===== config.mk =====
export PLATFORM = sky130hd
export DESIGN_NAME = zx_keyboard
export DESIGN_NICKNAME = d
export VERILOG_FILES = /design/src/rtl/zx_kbd_pkg.sv /design/src/rtl/zx_kbd_map.sv /design/src/rtl/zx_keyboard.sv
export SDC_FILE = /design/constraint.sdc
export NUM_CORES = 1
export LEC_CHECK = 0
export ABC_AREA = 1
export BUFFER_PORTS_ARGS = -buffer_cell sky130_fd_sc_hd__buf_4
export CAP_MARGIN = 20
export CORE_MARGIN = 10
export CORE_UTILIZATION = 43
export DETAILED_ROUTE_END_ITERATION = 12
export PLACE_DENSITY = 0.72
export SKIP_LAST_GASP = 1
export SLEW_MARGIN = 20
export SYNTH_ARGS = -nofsm -noshare
export SYNTH_HDL_FRONTEND = slang
export SYNTH_HIERARCHICAL = 1
export SYNTH_SLANG_ARGS = --single-unit
export TNS_END_PERCENT = 50

===== constraint.sdc =====
create_clock -name clk -period 5 [get_ports clk]
set_input_delay 0.75 -clock clk [delete_from_list [all_inputs] [get_ports clk]]
set_output_delay 0.75 -clock clk [all_outputs]
set_load 0.01 [all_outputs]

===== src/rtl/zx_kbd_pkg.sv =====
// Shared types and constants for the PS/2 to ZX Spectrum keyboard bridge.
// Cursor-key mapping is enabled by defining KBD_CURSOR_EN.
package zx_kbd_pkg;

    typedef enum logic [1:0] {
        S_IDLE,
        S_LOOKUP,
        S_APPLY
    } kbd_state_t;

    typedef struct packed {
        logic       valid;
        logic       compound;
        logic [2:0] row;
        logic [2:0] col;
    } map_entry_t;

    localparam logic [2:0] R0 = 3'd0;
    localparam logic [2:0] R1 = 3'd1;
    localparam logic [2:0] R2 = 3'd2;
    localparam logic [2:0] R3 = 3'd3;
    localparam logic [2:0] R4 = 3'd4;
    localparam logic [2:0] R5 = 3'd5;
    localparam logic [2:0] R6 = 3'd6;
    localparam logic [2:0] R7 = 3'd7;

    localparam logic [2:0] C0 = 3'd0;
    localparam logic [2:0] C1 = 3'd1;
    localparam logic [2:0] C2 = 3'd2;
    localparam logic [2:0] C3 = 3'd3;
    localparam logic [2:0] C4 = 3'd4;

    localparam logic [7:0] SC_LSHIFT = 8'h12;
    localparam logic [7:0] SC_RSHIFT = 8'h59;
    localparam logic [7:0] SC_CTRL   = 8'h14;
    localparam logic [7:0] SC_ALT    = 8'h11;
    localparam logic [7:0] SC_DEL    = 8'h71;
    localparam logic [7:0] SC_BKSP   = 8'h66;
    localparam logic [7:0] SC_ESC    = 8'h76;
    localparam logic [7:0] SC_LEFT   = 8'h6B;
    localparam logic [7:0] SC_DOWN   = 8'h72;
    localparam logic [7:0] SC_UP     = 8'h75;
    localparam logic [7:0] SC_RIGHT  = 8'h74;

    function automatic map_entry_t ent(
        input logic [2:0] r,
        input logic [2:0] c,
        input logic       comp
    );
        ent = '{valid: 1'b1, compound: comp, row: r, col: c};
    endfunction

endpackage


===== src/rtl/zx_kbd_map.sv =====
// Combinational set-2 scancode to ZX matrix position lookup.
// Extended cursor keys are mapped only when KBD_CURSOR_EN is defined.
module zx_kbd_map
    import zx_kbd_pkg::*;
(
    input  logic       extended,
    input  logic [7:0] scancode,
    output map_entry_t entry
);

    always_comb begin
        entry = '0;
        if (!extended) begin
            unique case (scancode)
                8'h1A:   entry = ent(R0, C1, 1'b0);
                8'h22:   entry = ent(R0, C2, 1'b0);
                8'h21:   entry = ent(R0, C3, 1'b0);
                8'h2A:   entry = ent(R0, C4, 1'b0);
                8'h1C:   entry = ent(R1, C0, 1'b0);
                8'h1B:   entry = ent(R1, C1, 1'b0);
                8'h23:   entry = ent(R1, C2, 1'b0);
                8'h2B:   entry = ent(R1, C3, 1'b0);
                8'h34:   entry = ent(R1, C4, 1'b0);
                8'h15:   entry = ent(R2, C0, 1'b0);
                8'h1D:   entry = ent(R2, C1, 1'b0);
                8'h24:   entry = ent(R2, C2, 1'b0);
                8'h2D:   entry = ent(R2, C3, 1'b0);
                8'h2C:   entry = ent(R2, C4, 1'b0);
                8'h16:   entry = ent(R3, C0, 1'b0);
                8'h1E:   entry = ent(R3, C1, 1'b0);
                8'h26:   entry = ent(R3, C2, 1'b0);
                8'h25:   entry = ent(R3, C3, 1'b0);
                8'h2E:   entry = ent(R3, C4, 1'b0);
                8'h45:   entry = ent(R4, C0, 1'b0);
                8'h46:   entry = ent(R4, C1, 1'b0);
                8'h3E:   entry = ent(R4, C2, 1'b0);
                8'h3D:   entry = ent(R4, C3, 1'b0);
                8'h36:   entry = ent(R4, C4, 1'b0);
                8'h4D:   entry = ent(R5, C0, 1'b0);
                8'h44:   entry = ent(R5, C1, 1'b0);
                8'h43:   entry = ent(R5, C2, 1'b0);
                8'h3C:   entry = ent(R5, C3, 1'b0);
                8'h35:   entry = ent(R5, C4, 1'b0);
                8'h5A:   entry = ent(R6, C0, 1'b0);
                8'h4B:   entry = ent(R6, C1, 1'b0);
                8'h42:   entry = ent(R6, C2, 1'b0);
                8'h3B:   entry = ent(R6, C3, 1'b0);
                8'h33:   entry = ent(R6, C4, 1'b0);
                8'h29:   entry = ent(R7, C0, 1'b0);
                8'h49:   entry = ent(R7, C1, 1'b0);
                8'h3A:   entry = ent(R7, C2, 1'b0);
                8'h31:   entry = ent(R7, C3, 1'b0);
                8'h32:   entry = ent(R7, C4, 1'b0);
                SC_BKSP: entry = ent(R4, C0, 1'b1);
                SC_ESC:  entry = ent(R7, C0, 1'b1);
                default: entry = '0;
            endcase
        end
`ifdef KBD_CURSOR_EN
        else begin
            unique case (scancode)
                SC_LEFT:  entry = ent(R3, C4, 1'b1);
                SC_DOWN:  entry = ent(R4, C4, 1'b1);
                SC_UP:    entry = ent(R4, C3, 1'b1);
                SC_RIGHT: entry = ent(R4, C2, 1'b1);
                default:  entry = '0;
            endcase
        end
`endif
    end

endmodule


===== src/rtl/zx_keyboard.sv =====
// PS/2 keyboard to ZX Spectrum 8x5 matrix bridge with Ctrl-Alt-Del reset.
// Define KBD_CURSOR_EN to map extended cursor keys onto SHIFT+5..8.
module zx_keyboard
    import zx_kbd_pkg::*;
#(
    parameter int RST_PULSE = 16
) (
    input  logic        clk,
    input  logic        reset_n,
    input  logic [10:0] ps2_key,
    input  logic [7:0]  addr_hi,
    output logic [4:0]  key_data,
    output logic        reset_req
);

    localparam int CW = $clog2(RST_PULSE) + 1;

    kbd_state_t      state;
    logic            pressed_q;
    logic            ext_q;
    logic [7:0]      code_q;
    map_entry_t      map_ent;
    map_entry_t      ent_q;
    logic [7:0][4:0] mat;
    logic            lshift;
    logic            rshift;
    logic            ctrl;
    logic            alt;
    logic [1:0]      comp_cnt;
    logic [CW-1:0]   rst_cnt;
    logic [7:0][4:0] view;
    logic [4:0]      held;

    logic strobe;
    logic is_ctrl;
    logic is_alt;
    logic is_lsh;
    logic is_rsh;
    logic is_cad;

    assign strobe  = ps2_key[10];
    assign is_ctrl = (code_q == SC_CTRL);
    assign is_alt  = (code_q == SC_ALT);
    assign is_lsh  = !ext_q && (code_q == SC_LSHIFT);
    assign is_rsh  = !ext_q && (code_q == SC_RSHIFT);
    assign is_cad  = ext_q && (code_q == SC_DEL) && pressed_q && ctrl && alt;

    zx_kbd_map u_map (
        .extended (ext_q),
        .scancode (code_q),
        .entry    (map_ent)
    );

    always_ff @(posedge clk or negedge reset_n) begin
        if (!reset_n) begin
            state     <= S_IDLE;
            pressed_q <= 1'b0;
            ext_q     <= 1'b0;
            code_q    <= '0;
            ent_q     <= '0;
            mat       <= '0;
            lshift    <= 1'b0;
            rshift    <= 1'b0;
            ctrl      <= 1'b0;
            alt       <= 1'b0;
            comp_cnt  <= '0;
            reset_req <= 1'b0;
            rst_cnt   <= '0;
        end else begin
            if (reset_req) begin
                if (rst_cnt == '0) reset_req <= 1'b0;
                else rst_cnt <= rst_cnt - 1'b1;
            end
            unique case (state)
                S_IDLE: begin
                    if (strobe) begin
                        pressed_q <= ps2_key[9];
                        ext_q     <= ps2_key[8];
                        code_q    <= ps2_key[7:0];
                        state     <= S_LOOKUP;
                    end
                end
                S_LOOKUP: begin
                    ent_q <= map_ent;
                    state <= S_APPLY;
                end
                S_APPLY: begin
                    state <= S_IDLE;
                    if (is_cad) begin
                        // Takes priority over the countdown above, restarting it.
                        mat       <= '0;
                        comp_cnt  <= '0;
                        lshift    <= 1'b0;
                        rshift    <= 1'b0;
                        reset_req <= 1'b1;
                        rst_cnt   <= CW'(RST_PULSE - 1);
                    end else if (is_ctrl) begin
                        ctrl <= pressed_q;
                    end else if (is_alt) begin
                        alt <= pressed_q;
                    end else if (is_lsh) begin
                        lshift <= pressed_q;
                    end else if (is_rsh) begin
                        rshift <= pressed_q;
                    end else if (ent_q.valid) begin
                        mat[ent_q.row][ent_q.col] <= pressed_q;
                        if (ent_q.compound) begin
                            if (pressed_q) begin
                                if (comp_cnt != 2'd3)
                                    comp_cnt <= comp_cnt + 2'd1;
                            end else if (comp_cnt != 2'd0) begin
                                comp_cnt <= comp_cnt - 2'd1;
                            end
                        end
                    end
                end
                default: state <= S_IDLE;
            endcase
        end
    end

    // SHIFT is never stored in the matrix; it is derived from its sources.
    always_comb begin
        view       = mat;
        view[0][0] = lshift | rshift | (comp_cnt != 2'd0);
        held       = '0;
        for (int r = 0; r < 8; r++) begin
            if (!addr_hi[r]) held = held | view[r];
        end
        key_data = ~held;
    end

endmodule


### Word-level counts from Yosys, hierarchy flattened

Memory sizes are Yosys's and may differ from the RTL's.
Index checks and enable logic that the tools add are counted.

| storage, ports and cells | value |
|---|---|
| logic and storage cells | 131 |
| memories kept | 1 |
| bits in read-only memories | 1024 |
| output and inout port bits | 6 |
| bits of input ports | 21 |
| bits in registers | 72 |

| cells by class | value |
|---|---|
| reduce and logical (&&, ||, !) cells | 24 |
| $lt $le $gt $ge | 4 |
| equality and inequality tests | 14 |
| mux-type cells | 50 |
| bitwise logic cells | 12 |
| $add $sub $neg | 3 |

Memory list:

| memory | depth | bits a word | read ports | clocked after Yosys merged registers in | wr ports | line | text |
|---|---|---|---|---|---|---|---|
| (no name shown) | 128 | 8 | 1 | 0 | 0 | zx_kbd_map.sv:14 | `unique case (scancode)` |

Operator list:

| cell | count |
|---|---|
| 40-bit two-way mux | 6 |
| 5-bit two-way mux | 13 |
| 40-bit bitwise mux | 1 |
| 5-bit bitwise OR | 7 |
| 8-bit by 5-bit == test with 1-bit output (second input constant) | 3 |
| 2-bit two-way mux | 11 |
| 8-bit by 7-bit == test with 1-bit output (second input constant) | 2 |
| 8-bit two-way mux | 2 |
| 5-bit demux with 3-bit select | 1 |
| 1-bit two-way mux | 14 |
| 2-bit nonzero test | 5 |
| 9-bit AND reduction | 1 |
| 1-bit logical AND | 8 |
| 3-bit by 4-bit < comparator with 1-bit output (second input constant) | 2 |
| 2-bit by 1-bit != test with 1-bit output (second input constant) | 4 |
| 4-bit AND reduction | 2 |
| 3-bit by 1-bit >= comparator with 1-bit output (second input constant) | 2 |
| 6-bit AND reduction | 1 |
| 5-bit zero test | 1 |
| 5-bit NOT | 1 |
| 5-bit AND reduction | 1 |
| 5-bit by 1-bit subtractor with 5-bit output (second input constant) | 1 |
| 2-bit != test (second input constant) | 2 |
| 2-bit one-hot mux with 2 select lines | 1 |
| other kinds (13) | 15 |

### Longest topological paths before layout

Gate-level depths: netlist of run 1.

| depth | value |
|---|---|
| depth after elaboration | 18 |
| gate-level depth with buffers | 14 |
| depth with buffers taken out | 14 |

### By module

Netlist of run 1, hierarchy kept.

Modules (own cells, without submodules):

| module | times used | area each (sq um) | seq. area each (sq um) | cells an instance |
|---|---|---|---|---|
| zx_keyboard | 1 | 4027.6 | 1776.7 | 595 |
| zx_kbd_map | 1 | 810.8 | 0.0 | 161 |

### Worst setup path after synthesis of run 1

No wires, ideal clock.

| timing | value |
|---|---|
| path type | input to output |
| from | in addr_hi[5] |
| to | out key_data[2] |
| path buffers | 0 |
| required time | 4.250 ns |
| stages | 4 |
| setup slack | 2.700 ns |
| arrival | 1.550 ns |
| cell sequence | inv_1 -> nand2_1 -> nand2_1 -> a2111oi_0 |

| on the way | value |
|---|---|
| word-level cells in the longest chain between the ends | 6 |

RTL lines:

| element | line | text |
|---|---|---|
| from (decl) | zx_keyboard.sv:11 | `input logic [7:0] addr_hi,` |
| 5-bit two-way mux * | zx_keyboard.sv:128 | `if (!addr_hi[r]) held = held \| view[r];` |
| 5-bit bitwise OR | zx_keyboard.sv:128 |  |
| 5-bit two-way mux * | zx_keyboard.sv:128 |  |
| 5-bit bitwise OR | zx_keyboard.sv:128 |  |
| 5-bit two-way mux * | zx_keyboard.sv:128 |  |
| 5-bit NOT * | zx_keyboard.sv:130 | `key_data = ~held;` |
| to (decl) | zx_keyboard.sv:12 | `output logic [4:0] key_data,` |

Mark *: on every way between the ends. The rest lies on a longest branch, timed or not.

### Worst setup path in the final report of run 1

| timing | value |
|---|---|
| from | reg code_q[3] |
| to | reg mat[19] in the netlist's numbering |

| on the way | value |
|---|---|
| word-level cells in the longest chain between the ends | 7 |
| elaborated cells between the ends (all ways) | 18 |
| classes of those cells | 9 x eq/ne; 1 x mux; 8 x reduce/logical |

RTL lines:

| element | line | text |
|---|---|---|
| from (decl) | zx_keyboard.sv:21 | `logic [7:0] code_q;` |
| from (signal assigned) | zx_keyboard.sv:79 | `code_q <= ps2_key[7:0];` |
| 8-bit by 7-bit == test with 1-bit output | zx_keyboard.sv:46 | `assign is_cad = ext_q && (code_q == SC_DEL) && pressed_q && ctrl && alt;` |
| 1-bit logical AND (4 in series) | zx_keyboard.sv:46 |  |
| 2-bit by 1-bit != test with 1-bit output (no line) / 2-bit nonzero test (equally long branches) | - |  |
| 6-bit AND reduction (no line) | - |  |
| to (signal, indexed assignment) | zx_keyboard.sv:106 | `mat[ent_q.row][ent_q.col] <= pressed_q;` |
| to (decl) | zx_keyboard.sv:24 | `logic [7:0][4:0] mat;` |

Several ways; a longest one is shown, not always the timed one.
A chain may end at the register's enable or synchronous reset.

==> results of run 1 <==
## metal layers
metal  GRT usage  up-vias  share of wire
met5           0        -              0
met4      0.0362        0          0.012
met3      0.0419       11          0.060
met2       0.235      111           0.45
met1       0.193     2058           0.48
li1            -     2363              -
## per-stage QoR
stage / cells / hold WS (ns)
2_1_floorplan: 756 / 0.437
3_3_place_gp: 899 / 0.458
3_5_place_dp: 899 / 0.460
4_1_cts: 915 / 0.474
5_1_grt: 915 / 0.489
6_report: 915 / 0.469
## registers in the layout (all words and copies together), names as in the netlist
signal	flops
alt	1
code_q	8
comp_cnt	2
ctrl	1
ent_q	8
ext_q	1
lshift	1
mat	39
pressed_q	1
reset_req	1
rshift	1
rst_cnt	5
state	2
## critical path, delay by kind of cell (launching register included)
kind / cells / cell delay, ns
and+or+nand+nor: 9 / 1.50
buffers and inverters: 3 / 0.86
DFF: 1 / 0.60
## path summary, 6_finish.rpt
check	from	endpoint	slack, ns	cells past startpoint
setup / recovery	code_q[3]	mat[19]	1.90	12
hold / removal	mat[15]	mat[15]	0.47	2
setup reg to reg	code_q[3]	mat[19]	1.90	12
hold reg to reg	mat[15]	mat[15]	0.47	2
max in group asynchronous	reset_n	mat[29]	3.86	1
min in group asynchronous	reset_n	mat[16]	0.51	1
## layout make-up
type,count,area (um2)
Sequential cell,71,1780
Clock buffer,13,270
Multi-Input combinational cell,555,2500
Fill cell,1111,5570
Timing Repair Buffer,28,210
Inverter,105,398
Clock inverter,3,40.0
Tap cell,140,175
## cells in the mapped netlist, types with 3 or more instances
cell | n | area [um2]
nand2_1 | 346 | 1300
inv_1 | 97 | 364
dfrtp_1 | 71 | 1780
nand3_1 | 57 | 285
nor2_1 | 39 | 146
o21ai_0 | 32 | 160
a21oi_1 | 12 | 60.1
nor3_1 | 12 | 60.1
buf_4 | 11 | 82.6
clkbuf_1 | 10 | 37.5
ha_1 | 7 | 87.6
a22o_1 | 5 | 43.8
nand2_2 | 5 | 31.3
buf_6 | 4 | 45.0
inv_2 | 4 | 15.0
nand4_1 | 4 | 25.0
nor3_2 | 4 | 40.0
nor4_1 | 4 | 25.0
nand3_2 | 3 | 30.0
o21ai_1 | 3 | 15.0
o31ai_1 | 3 | 22.5
xnor2_1 | 3 | 26.3
## cell families after synthesis
group	after synthesis	share of synthesized area
adder cells (fa/ha/maj)	7	0.0181
AO/OA/AOI/OAI	63	0.0771
XOR/XNOR	5	0.00905
AND/OR/NAND/NOR	480	0.412
flip-flops	71	0.367
buffers and inverters	130	0.116
## report_power, final
part           internal [uW]  switching [uW]  total (uW)
registers                629            94.8         724
clock network            425             237         662
logic                    176             407         583
==> summary.txt, run 1 <==
Status
  • Status: finished clean

Yosys
  • Cell Area, Synth: 4840 um2
  • Sequential area share after synthesis: 0.367
  • Synth Register Bits: 71
  • Async set-reset flop share out of synthesis: 1.00
  • Syn nets: 784
  • Synth warn: 6
  • Mapped Cells: 756
  • Post-Synthesis Mean Instance Area: 6.40 um2
  • Post-synth EDFFs: 0
  • Post-synth top flop: dfrtp_1
  • Synth cell types: 36

STA
  • Minimum clock period: 3.10 ns
  • Setup_tns: 0 ns
  • # setup viols final: 0
  • Slew HR: 0.337
  • RSZ-0062 raised after global routing: no
  • Final Cycle Share: 0.619
  • Final WS setup: 1.90 ns
  • Final Slew Violations: 0
  • Final Skew: 0.00493 ns
  • Worst Tran Pin Value: 0.992 ns
  • Fmax: 323 MHz
  • Count of final hold-check violations: 0

Layout
  • Layout area overhead: 11.0%
  • Fin util: 0.491
  • Commonest non-fill, non-tap cells in the layout: nand2_1 (346), inv_1 (97), dfrtp_1 (71), nand3_1 (57), nor2_1 (39)
  • Layout cells sized above 1: 0.0877
  • Ant. Diodes: 0
  • Final nets: 798
  • Most common cell after layout, fill and taps aside: nand2_1
  • Final instance area: 5370 um2

Detailed routing
  • Via-per-instance ratio: 4.97
  • DRT Pass-1 Iters: 5
  • DR vias: 4543
  • DR DRC count: 0
  • Wire per inst: 12.4 um
  • DRT Wirelength: 11400 um
  • Antenna-violating nets left: 0
  • DR iter-0 viols: 401

Global routing
  • Global route total overflow: 0
  • Gr usage total: 0.148
  • Vias in the first global route: 4202
  • Largest net degree at the start of global routing: 72
  • First-pass GRT wire length: 20000 um
  • Antenna violations before repair: 0

Clock network
  • Depth of the CTS H-tree: 3
  • Maximum clock insertion buffer count: 2
  • Clock root buffer: clkbuf_16
  • Post-CTS sizing: 0
  • Hold_buf cts: 0
  • Worst-path clk slew: 0.06 ns
  • CTS tree: done
  • Setup bufs post-CTS: 0
  • CTS sink cnt: 71
  • Clock latency on the worst-skew pair: 0.34 ns
  • TritonCTS buffer count: 9

Power and ir drop
  • Power Density: 367 nW/um2
  • Total power: 1970 uW
  • Max rail drop VDD: 0.000286 V
  • LEAKAGE: 0.00324 uW

Setup path
  • Worst Path Required: 5.23 ns
  • Crit path DAT: 3.32 ns
  • CP max FO: 52
  • CP Class: flop to flop
  • Cell Chain, Critical Path: inv_2 -> nand2_1 -> nor2_2 -> nand3_2 -> buf_4 -> nand2_1 -> nand2_1 -> nor2_4 -> buf_4 -> nand2_1 -> nand2_1 -> nand2_1
  • Largest stage delay on the critical path: 0.79 ns
  • Crit path top cell by count: nand2_1
  • Critical Path Start Type: flop
  • Slowest cell on crit path: nor2_4
  • Crit. End Element: flop

Place
  • Detailed placement HPWL: 7940 um
  • Final Wtd Congestion: 0.897
  • IO Port Bufs: 26
  • Placed cell area: 5060 um2
  • Post-placement setup slack: 1.95 ns

Die
  • Die width: 126 um
  • Core Area: 10900 um2
  • # rows: 38
  • Ports: 27
  • Die H: 126 um
  • Die area: 15900 um2
  • Initial Util: 0.442

Job
  • Total of max-cap violations: 0

Hold path
  • HP Class: flop to flop
No activity file was read; power rests on OpenSTA's default activity.
==> inputs of run 2 (changes only) <==
==> constraint.sdc (replaced) <==
create_clock -name clk -period 2.9 [get_ports clk]
set_input_delay 0.435 -clock clk [delete_from_list [all_inputs] [get_ports clk]]
set_output_delay 0.435 -clock clk [all_outputs]
set_load 0.01 [all_outputs]
==> run 2 against run 1 <==
Via count up 0.11%. Highest routed layer unchanged. Clock power rose by 56%. Non-clock buffer count increased by 2. Core utilization up 0.069 points. Register-to-register slack worse by 1.1 ns. Largest cell class unchanged. Wire length rose by 1.8%. Total power grew 68%.
==> summary.txt, run 2 (synthesis gave the netlist of run 1 again) <==
Detailed routing
  • DR vias: 4548 (+0.11%)
  • Via-per-instance ratio: 4.97 (about the same)
  • DR DRC count: 0 (unchanged)
  • Antenna-violating nets left: 0 (unchanged)
  • DRT Pass-1 Iters: 8 (+3)
  • DRT Wirelength: 11600 um (+1.8%)
  • Wire per inst: 12.6 um (+1.7%)
  • DR iter-0 viols: 358 (-11%)

Clock network
  • CTS sink cnt: 71 (unchanged)
  • Post-CTS sizing: 0 (unchanged)
  • Setup bufs post-CTS: 0 (unchanged)
  • CTS tree: done
  • Maximum clock insertion buffer count: 2 (unchanged)
  • TritonCTS buffer count: 9 (unchanged)
  • Clock latency on the worst-skew pair: 0.33 ns (about the same)
  • Hold_buf cts: 0 (unchanged)
  • Depth of the CTS H-tree: 3 (unchanged)
  • Worst-path clk slew: 0.05 ns (about the same)
  • Clock root buffer: clkbuf_16

Setup path
  • Worst Reg-to-Reg Cells: 11 (-1)
  • CP Class: flop to flop
  • CP max FO: 27 (-48%)
  • Worst Path Required: 3.12 ns (-2.11 ns)
  • Critical Path Start Type: flop
  • Reg2reg end: rshift
  • Reg2Reg Launch Point: code_q[3]
  • FF-to-FF setup slack: 0.79 ns (-1.12 ns)
  • Worst setup startpoint: code_q[3]
  • Crit path DAT: 2.33 ns (-0.99 ns)
  • Crit. End Element: flop

STA
  • RSZ-0062 raised after global routing: no
  • Slew HR: 0.380 (+0.0427)
  • Final Cycle Share: 0.729 (+0.110)
  • Fmax: 473 MHz (+46%)
  • Worst Tran Pin Value: 0.923 ns (-0.0687 ns)
  • Minimum clock period: 2.11 ns (-0.980 ns)
  • Final Slew Violations: 0 (unchanged)
  • Final WS setup: 0.785 ns (-1.12 ns)
  • # setup viols final: 0 (unchanged)
  • Final Skew: 0.00702 ns (+0.00209 ns)
  • Setup_tns: 0 ns (unchanged)
  • Count of final hold-check violations: 0 (unchanged)

Layout
  • Layout cells sized above 1: 0.0863 (-0.00140)
  • FILL cells: 1132 (+1.9%)
  • Largest registers: mat: 39 flops, code_q: 8 flops, ent_q: 8 flops
  • Commonest non-fill, non-tap cells in the layout: nand2_1 (346), inv_1 (97), dfrtp_1 (71), nand3_1 (57), nor2_1 (39)
  • Layout area overhead: 11.1%
  • Largest register FFs: 39 (unchanged)
  • Most common cell after layout, fill and taps aside: nand2_1
  • Most flops, register: mat
  • Ant. Diodes: 0 (unchanged)
  • Final nets: 800 (+0.25%)

Global routing
  • Antenna violations before repair: 0 (unchanged)
  • Vias in the first global route: 4153 (-1.2%)
  • Largest net degree at the start of global routing: 82 (+14%)
  • First-pass GRT wire length: 20000 um (unchanged)
  • Gr usage total: 0.147 (-0.000453)
  • Global route total overflow: 0 (unchanged)

Power and ir drop
  • LEAKAGE: 0.00323 uW (-0.11%)
  • Total power: 3320 uW (+68%)
  • Max rail drop VDD: 0.000388 V (+36%)
  • Power Density: 617 nW/um2 (+68%)

Place
  • IO Port Bufs: 26 (unchanged)
  • Final Wtd Congestion: 0.915 (+2.0%)
  • Detailed placement HPWL: 8050 um (+1.3%)
  • Post-placement setup slack: 0.824 ns (-1.12 ns)

Die
  • Initial Util: 0.442 (unchanged)
  • Core Area: 10900 um2 (unchanged)
  • Ports: 27 (unchanged)
  • # rows: 38 (unchanged)
  • Die H: 126 um (unchanged)
  • Die width: 126 um (unchanged)
  • Die area: 15900 um2 (unchanged)

Status
  • Status: finished clean

Job
  • Total of max-cap violations: 0 (unchanged)

Hold path
  • HP Class: primary input to async pin
==> run 2: cell types whose count changed in the layout (fill, tap and decap cells not counted) <==
cell	previous run	this run
buf_12	0	2
bufinv_16	1	0
clkbuf_1	1	3
clkinv_2	3	1
==> run 2: where the power goes <==
group / switching (uW) / internal, uW / leakage (uW)
sequential: 169 / 1090 / 0.000969
clock: 387 / 645 / 0.000136
combinational: 711 / 320 / 0.00213
==> run 2: cell type report <==
type | count | area, um2 | share of cell area
repair buffers | 30 | 250 | 0.0465
well taps | 140 | 175 | 0.0326
multi-input cells | 555 | 2500 | 0.465
clock buffers | 15 | 278 | 0.0517
inverters | 105 | 398 | 0.0740
flip-flops and latches | 71 | 1780 | 0.330
==> run 2: per-stage QoR <==
step	area (um2)	hold WS (ns)	cells	utilization
after floorplan	4840	0.139	756	-
after global placement	5100	0.455	901	0.466
after detailed placement	5100	0.460	901	0.466
after CTS	5380	0.268	916	0.492
after global routing	5380	0.292	916	0.492
final	5380	0.237	916	0.492
==> run 2: how the worst max path moves through the flow <==
| stage | to | depth (start not counted) | slack (ns) |
|---|---|---|---|
| floorplan | mat[10] | 11 | 1.21 |
| global placement | rshift | 11 | 0.83 |
| detailed placement | rshift | 11 | 0.82 |
| CTS | rshift | 11 | 0.80 |
| global route | rshift | 11 | 0.52 |
| finish | rshift | 11 | 0.79 |
==> run 2: critical path: stages, from the launching register on <==
cell and delay (ns):
dfrtp_1 0.72, inv_2 0.10, nand2_1 0.11, nor2_2 0.06, nand3_2 0.06, buf_4 0.22, buf_4 0.33, o21ai_0 0.14
nand3_1 0.11, nand2_1 0.05, o21ai_0 0.06, inv_1 0.05
==> run 2: per-layer routing <==
metal / up-vias / share of wire / global-route usage
li1: 2374 / - / -
met1: 2036 / 0.47 / 0.191
met2: 125 / 0.46 / 0.240
met3: 13 / 0.060 / 0.0378
met4: 0 / 0.0084 / 0.0335
met5: - / 0 / 0
